`src/rtl/prog_tt_pkg.sv`:
```
// Shared types and constants for the programmable truth-table engine.
package prog_tt_pkg;

    localparam int unsigned TT_IN_W_DEF  = 4;
    localparam int unsigned TT_OUT_W_DEF = 2;

    typedef enum logic {
        TT_IDLE  = 1'b0,
        TT_SWEEP = 1'b1
    } tt_state_e;

    // Number of table entries for a given input code width.
    function automatic int unsigned tt_depth(input int unsigned in_w);
        return 32'd1 << in_w;
    endfunction

endpackage

```
`src/rtl/prog_truth_table_if.sv`:
```
// Lookup / write / sweep bus of prog_truth_table.
// PROG_TRUTH_TABLE_PARITY_EN adds inj_par_err and par_err.
interface prog_truth_table_if
    import prog_tt_pkg::*;
#(
    parameter int unsigned IN_W  = TT_IN_W_DEF,
    parameter int unsigned OUT_W = TT_OUT_W_DEF
);
    logic             wr_en;
    logic [IN_W-1:0]  wr_addr;
    logic [OUT_W-1:0] wr_data;
    logic             in_valid;
    logic             in_ready;
    logic [IN_W-1:0]  in_code;
    logic             sweep_start;
    logic             out_valid;
    logic             out_ready;
    logic [IN_W-1:0]  out_code;
    logic [OUT_W-1:0] out_f;
    logic             sweep_busy;
    logic             sweep_done;
`ifdef PROG_TRUTH_TABLE_PARITY_EN
    logic             inj_par_err;
    logic             par_err;
`endif

    modport master (
        output wr_en, wr_addr, wr_data, in_valid, in_code, sweep_start, out_ready,
        input  in_ready, out_valid, out_code, out_f, sweep_busy, sweep_done
`ifdef PROG_TRUTH_TABLE_PARITY_EN
        , output inj_par_err
        , input  par_err
`endif
    );

    modport slave (
        input  wr_en, wr_addr, wr_data, in_valid, in_code, sweep_start, out_ready,
        output in_ready, out_valid, out_code, out_f, sweep_busy, sweep_done
`ifdef PROG_TRUTH_TABLE_PARITY_EN
        , input  inj_par_err
        , output par_err
`endif
    );

endinterface

```
`src/rtl/prog_truth_table_mem.sv`:
```
// tt_mem: 2^AW x DW register array, one write port, one combinational read port.
module tt_mem
    import prog_tt_pkg::*;
#(
    parameter int unsigned AW = TT_IN_W_DEF,
    parameter int unsigned DW = TT_OUT_W_DEF
) (
    input  logic          clk,
    input  logic          rst_n,
    input  logic          wr_en,
    input  logic [AW-1:0] wr_addr,
    input  logic [DW-1:0] wr_data,
    input  logic [AW-1:0] rd_addr,
    output logic [DW-1:0] rd_data
);
    localparam int unsigned DEPTH = tt_depth(AW);

    logic [DW-1:0] mem_q [DEPTH];

    always_ff @(posedge clk or negedge rst_n) begin
        if (!rst_n) begin
            for (int unsigned i = 0; i < DEPTH; i++) mem_q[i] <= '0;
        end else if (wr_en) begin
            mem_q[wr_addr] <= wr_data;
        end
    end

    // Read sees the pre-write contents when addresses collide.
    assign rd_data = mem_q[rd_addr];

endmodule

```
`src/rtl/prog_truth_table.sv`:
```
// Programmable registered truth table with lookup handshake and full-table SWEEP.
// Optional PROG_TRUTH_TABLE_PARITY_EN stores an even-parity bit per entry.
module prog_truth_table
    import prog_tt_pkg::*;
#(
    parameter int unsigned IN_W  = TT_IN_W_DEF,
    parameter int unsigned OUT_W = TT_OUT_W_DEF
) (
    input  logic                 clk,
    input  logic                 rst_n,
    prog_truth_table_if.slave    bus
);
    localparam int unsigned DEPTH = tt_depth(IN_W);
    localparam int unsigned CNT_W = IN_W + 1;
`ifdef PROG_TRUTH_TABLE_PARITY_EN
    localparam int unsigned MEM_W = OUT_W + 1;
`else
    localparam int unsigned MEM_W = OUT_W;
`endif

    tt_state_e        state_q, state_d;
    logic [CNT_W-1:0] cnt_q, cnt_d;
    logic             load_c, can_load_c, done_d;
    logic [IN_W-1:0]  rd_addr_c;
    logic [MEM_W-1:0] wr_word_c, rd_word_c;

    logic             out_valid_q, sweep_busy_q, sweep_done_q;
    logic [IN_W-1:0]  out_code_q;
    logic [OUT_W-1:0] out_f_q;

`ifdef PROG_TRUTH_TABLE_PARITY_EN
    logic par_err_q;
    assign wr_word_c = {(^bus.wr_data) ^ bus.inj_par_err, bus.wr_data};
`else
    assign wr_word_c = bus.wr_data;
`endif

    assign can_load_c = !out_valid_q || bus.out_ready;
    assign rd_addr_c  = (state_q == TT_SWEEP) ? cnt_q[IN_W-1:0] : bus.in_code;

    tt_mem #(.AW(IN_W), .DW(MEM_W)) u_mem (
        .clk     (clk),
        .rst_n   (rst_n),
        .wr_en   (bus.wr_en),
        .wr_addr (bus.wr_addr),
        .wr_data (wr_word_c),
        .rd_addr (rd_addr_c),
        .rd_data (rd_word_c)
    );

    // Next state: lookups in IDLE, counter-driven emission in SWEEP.
    always_comb begin
        state_d = state_q;
        cnt_d   = cnt_q;
        load_c  = 1'b0;
        done_d  = 1'b0;
        case (state_q)
            TT_IDLE: begin
                load_c = bus.in_valid && can_load_c;
                if (bus.sweep_start) begin
                    state_d = TT_SWEEP;
                    cnt_d   = '0;
                end
            end
            TT_SWEEP: begin
                if (cnt_q != CNT_W'(DEPTH)) begin
                    load_c = can_load_c;
                    if (can_load_c) cnt_d = cnt_q + CNT_W'(1);
                end else if (out_valid_q && bus.out_ready) begin
                    state_d = TT_IDLE;
                    done_d  = 1'b1;
                end
            end
            default: state_d = TT_IDLE;
        endcase
    end

    always_ff @(posedge clk or negedge rst_n) begin
        if (!rst_n) begin
            state_q      <= TT_IDLE;
            cnt_q        <= '0;
            sweep_busy_q <= 1'b0;
            sweep_done_q <= 1'b0;
        end else begin
            state_q      <= state_d;
            cnt_q        <= cnt_d;
            sweep_busy_q <= (state_d == TT_SWEEP);
            sweep_done_q <= done_d;
        end
    end

    // Single output register stage.
    always_ff @(posedge clk or negedge rst_n) begin
        if (!rst_n) begin
            out_valid_q <= 1'b0;
            out_code_q  <= '0;
            out_f_q     <= '0;
`ifdef PROG_TRUTH_TABLE_PARITY_EN
            par_err_q   <= 1'b0;
`endif
        end else if (load_c) begin
            out_valid_q <= 1'b1;
            out_code_q  <= rd_addr_c;
            out_f_q     <= rd_word_c[OUT_W-1:0];
`ifdef PROG_TRUTH_TABLE_PARITY_EN
            par_err_q   <= ^rd_word_c;
`endif
        end else if (bus.out_ready) begin
            out_valid_q <= 1'b0;
        end
    end

    assign bus.in_ready   = (state_q == TT_IDLE) && can_load_c;
    assign bus.out_valid  = out_valid_q;
    assign bus.out_code   = out_code_q;
    assign bus.out_f      = out_f_q;
    assign bus.sweep_busy = sweep_busy_q;
    assign bus.sweep_done = sweep_done_q;
`ifdef PROG_TRUTH_TABLE_PARITY_EN
    assign bus.par_err    = par_err_q;
`endif

endmodule

```
`src/flat_wrapper.sv`:
```
// flat-port wrapper written by rule: the top's interface ports become plain ports
module prog_truth_table_flat import prog_tt_pkg::*;
#(
    parameter int unsigned IN_W  = TT_IN_W_DEF,
    parameter int unsigned OUT_W = TT_OUT_W_DEF
)
  (clk, rst_n, bus_wr_en, bus_wr_addr, bus_wr_data, bus_in_valid, bus_in_code, bus_sweep_start, bus_out_ready, bus_in_ready, bus_out_valid, bus_out_code, bus_out_f, bus_sweep_busy, bus_sweep_done);
  prog_truth_table_if #(.IN_W(IN_W), .OUT_W(OUT_W)) bus_i ();
  input  logic clk;
  input  logic rst_n;
  input wire logic [$bits(bus_i.wr_en)-1:0] bus_wr_en;
  input wire logic [$bits(bus_i.wr_addr)-1:0] bus_wr_addr;
  input wire logic [$bits(bus_i.wr_data)-1:0] bus_wr_data;
  input wire logic [$bits(bus_i.in_valid)-1:0] bus_in_valid;
  input wire logic [$bits(bus_i.in_code)-1:0] bus_in_code;
  input wire logic [$bits(bus_i.sweep_start)-1:0] bus_sweep_start;
  input wire logic [$bits(bus_i.out_ready)-1:0] bus_out_ready;
  output wire logic [$bits(bus_i.in_ready)-1:0] bus_in_ready;
  output wire logic [$bits(bus_i.out_valid)-1:0] bus_out_valid;
  output wire logic [$bits(bus_i.out_code)-1:0] bus_out_code;
  output wire logic [$bits(bus_i.out_f)-1:0] bus_out_f;
  output wire logic [$bits(bus_i.sweep_busy)-1:0] bus_sweep_busy;
  output wire logic [$bits(bus_i.sweep_done)-1:0] bus_sweep_done;
  assign bus_i.wr_en = bus_wr_en;
  assign bus_i.wr_addr = bus_wr_addr;
  assign bus_i.wr_data = bus_wr_data;
  assign bus_i.in_valid = bus_in_valid;
  assign bus_i.in_code = bus_in_code;
  assign bus_i.sweep_start = bus_sweep_start;
  assign bus_i.out_ready = bus_out_ready;
  assign bus_in_ready = bus_i.in_ready;
  assign bus_out_valid = bus_i.out_valid;
  assign bus_out_code = bus_i.out_code;
  assign bus_out_f = bus_i.out_f;
  assign bus_sweep_busy = bus_i.sweep_busy;
  assign bus_sweep_done = bus_i.sweep_done;
  prog_truth_table #(.IN_W(IN_W), .OUT_W(OUT_W)) u_core (.clk(clk), .rst_n(rst_n), .bus(bus_i));
endmodule
```
`config.mk`:
```
export PLATFORM = sky130hd
export DESIGN_NAME = prog_truth_table_flat
export DESIGN_NICKNAME = d
export VERILOG_FILES = /design/src/rtl/prog_tt_pkg.sv /design/src/rtl/prog_truth_table_if.sv /design/src/rtl/prog_truth_table_mem.sv /design/src/rtl/prog_truth_table.sv /design/src/flat_wrapper.sv
export SDC_FILE = /design/constraint.sdc
export NUM_CORES = 1
export LEC_CHECK = 0
export BUFFER_PORTS_ARGS = -buffer_cell sky130_fd_sc_hd__buf_2
export CAP_MARGIN = 5
export CORE_MARGIN = 4
export CORE_UTILIZATION = 45
export DETAILED_ROUTE_END_ITERATION = 8
export PLACE_DENSITY = 0.67
export SYNTH_ARGS = -nofsm -noshare
export SYNTH_HDL_FRONTEND = slang
export SYNTH_HIERARCHICAL = 1
export SYNTH_SLANG_ARGS = --single-unit
```
`constraint.sdc`:
```
create_clock -name clk -period 2.7 [get_ports clk]
set_input_delay 0.135 -clock clk [delete_from_list [all_inputs] [get_ports clk]]
set_output_delay 0.135 -clock clk [all_outputs]
set_load 0.02 [all_outputs]
```
==> reports/qor.csv <==
metric,value,unit
remaining routing DRC violations,0,
synth top area cells,"dfrtp_1 50%, mux2_2 20%, mux4_1 4.5%, mux4_2 3.9%, nor2_1 2.4%",
clock sink total,46,
layout net count,224,
Slew headroom,31.9,%
Final Slew Violations,0,
CTS root buf,clkbuf_8,
minimum clock period,2.05,ns
Fin Clk Skew,0.00459,ns
die area,6360,um2
largest net degree at the start of global routing,47,
unrepaired setup endpoints after global routing,false,
post-CTS resize count,0,
gr usage total,16.1,%
# setup viols final,0,
Layout fillers,425,
"delay-heaviest family, CP",multiplexers,
Power Density,866,nW/um2
post-synthesis register bit count,46,
max-cap viol count,0,
Netlist cell types,30,
H-tree lvl count,2,
Worst path max stage delay,0.47,ns
failing checks,hold timing,
DP Wirelength,3430,um
critical path's slowest cell,mux2_2,
FF/Latch Area,1150,um2
sequential cell area fraction in the yosys report,49.6,%
Antenna Violating Nets Remaining,0,
Min-Delay Path Class,input pin to asynchronous set/reset pin,
Mapped Cells,179,
Post-synth EDFFs,0,
Synthesized Nets,197,
crit end category,flip-flop,
Post-synth top flop,dfrtp_1,
post-synth top area cell,dfrtp_1,
crit path DAT,2.24,ns
Die X,79.8,um
vias per cell,5.55,
maximum clock frequency,487,MHz
initial antenna violation count,0,
clock-pin slew on the worst setup and hold paths,0.08,ns
first-pass GRT wire length,7660,um
first-pass detailed-route iteration total,4,
"count leader, synth",dfrtp_1,
Overflow after GRT,0,
Synth top cells by count,"46 x dfrtp_1, 41 x mux2_2, 15 x nor2_1",
Final Power,2.23,mW
GPL Wtd Cong,0.787,
multi-input gate area in the final layout,1110,um2
TNS Setup,0,ns
WP buf/inv,1,
Worst EP required,2.88,ns
Hold Buf Count CTS,0,
crit-path cells,buf_4 -> mux2_2 -> mux4_2 -> a22oi_1 -> nand3_1 -> mux2_2,
Port Buffers,25,
Yosys top cell area share,49.6,%
Clock Latency Late Sink,0.30,ns
Yosys warning count,6,
vias in the first global route,1524,
WL/cell,17.0,um
CTS buffer count,5,
"Hold Vio Cnt, Final",4,
maximum fanout along the worst path,19,
clk buf depth,2,
cell mode on critical path,mux2_2,
Post-Route WL,4630,um
Tcrit/Tclk final,76.1,%
via count,1509,
CTS tree,built,
"Cell Count, Final, Fillers Out",272,
measured slew at the worst slew-check pin,1.02,ns
Post-CTS Setup Inserts,0,
Post-synth ARST share,100,%
die height,79.8,um
layout cells sized above 1,40.5,%
num rows,25,
Post-Syn Area,2320,um2
Leak Pwr,1.15,nW
Top Ports,26,
Iteration-0 DRC Markers,56,
Placed Cells,266,
VDD IR max,297,uV
syn avg cell area,13.0,um2
outcome,finished with violations,
diode count,0,
Crit Path Category,flip-flop to flip-flop,
critical path launch point type,flip-flop,
Starting Density,47.8,%
flop2flop setup slack,0.65,ns
core area,4850,um2
Layout area overhead,11.3,%
minimum hold slack,-0.00233,ns
-- where the power goes --
part,leakage (nW),internal [mW],total [mW],switching (mW)
Combinational,0.560,0.440,0.822,0.382
Clock,0.0431,0.197,0.407,0.210
Sequential,0.547,0.876,1.01,0.129
-- cells by family (layout without fill, tap and decap cells) --
family                   Yosys count  after routing  synth area share, %
AND/OR/NAND/NOR                   60             60                 13.9
multiplexers                      52             52                 29.6
buffers and inverters             10             36                 2.27
flip-flops                        46             46                 49.6
adder cells (fa/ha/maj)            2              2                 1.08
AO/OA/AOI/OAI                      9              9                 3.51
-- per-stage QoR --
| stage | util [%] | cell area, um2 | setup WS [ns] |
|---|---|---|---|
| detailed placement | 51.5 | 2500 | 0.682 |
| global placement | 51.5 | 2500 | 0.746 |
| finish | 53.2 | 2580 | 0.645 |
| global route | 53.2 | 2580 | 0.566 |
| CTS | 53.2 | 2580 | 0.667 |
| floorplan | - | 2320 | 0.562 |
-- worst paths after layout --
check,startpoint,end,depth (start not counted)
setup / recovery,u_core/bus.sweep_busy,u_core/bus.out_f[1],6
hold / removal,rst_n,u_core/cnt_q[2],1
setup reg to reg,u_core/bus.sweep_busy,u_core/bus.out_f[1],6
hold reg to reg,u_core/u_mem/mem_q[16],u_core/u_mem/mem_q[16],1
max in group asynchronous,rst_n,u_core/bus.out_code[3],1
min in group clk,bus_sweep_start,u_core/bus.sweep_busy,3
-- layout by cell type (no fill, tap or decap) --
cell and instances:
dfrtp_1 46, mux2_2 41, buf_2 25, nor2_1 15
nand2_1 12, nand2b_1 8, nand3_1 8, clkbuf_8 6
inv_1 4, nor2b_1 4, mux4_2 4, mux4_1 4
a21o_2 3, nand3b_1 3, mux2i_1 3, nor3b_1 2
ha_1 2, a22oi_1 2, buf_4 1, o21ai_0 1
and4bb_4 1, and4_2 1, a211oi_4 1, and4b_1 1
a31oi_1 1, and2_1 1, nand4_1 1, a2bb2oi_1 1
nor3_1 1, and2b_1 1, or3_1 1
-- per-layer routing --
metal	global-route usage (%)	wire length, um	vias up
met5	0	0	-
met4	5.24	65	0
met3	4.18	229	7
met2	26.1	2240	40
met1	21.0	2090	760
li1	-	-	702
-- sequential cells by signal (all words and copies together) (netlist names) --
register,count
u_core/bus.out_code,4
u_core/bus.out_f,2
u_core/bus.out_valid,1
u_core/bus.sweep_busy,1
u_core/bus.sweep_done,1
u_core/cnt_q,5
u_core/u_mem/mem_q,32
-- layout make-up --
type	instances	area share, %
tap	67	3.25
inverter	4	0.582
timing repair buffer	26	5.14
clock buffer	6	3.20
sequential	46	44.6
multi-input combinational	123	43.2
-- worst reg2reg max path, stage by stage, from the launching register on --
cell	delay, ns
dfrtp_1	0.35
buf_4	0.22
mux2_2	0.47
mux4_2	0.32
a22oi_1	0.22
nand3_1	0.09
mux2_2	0.26
(Power assumes the default switching activity.)
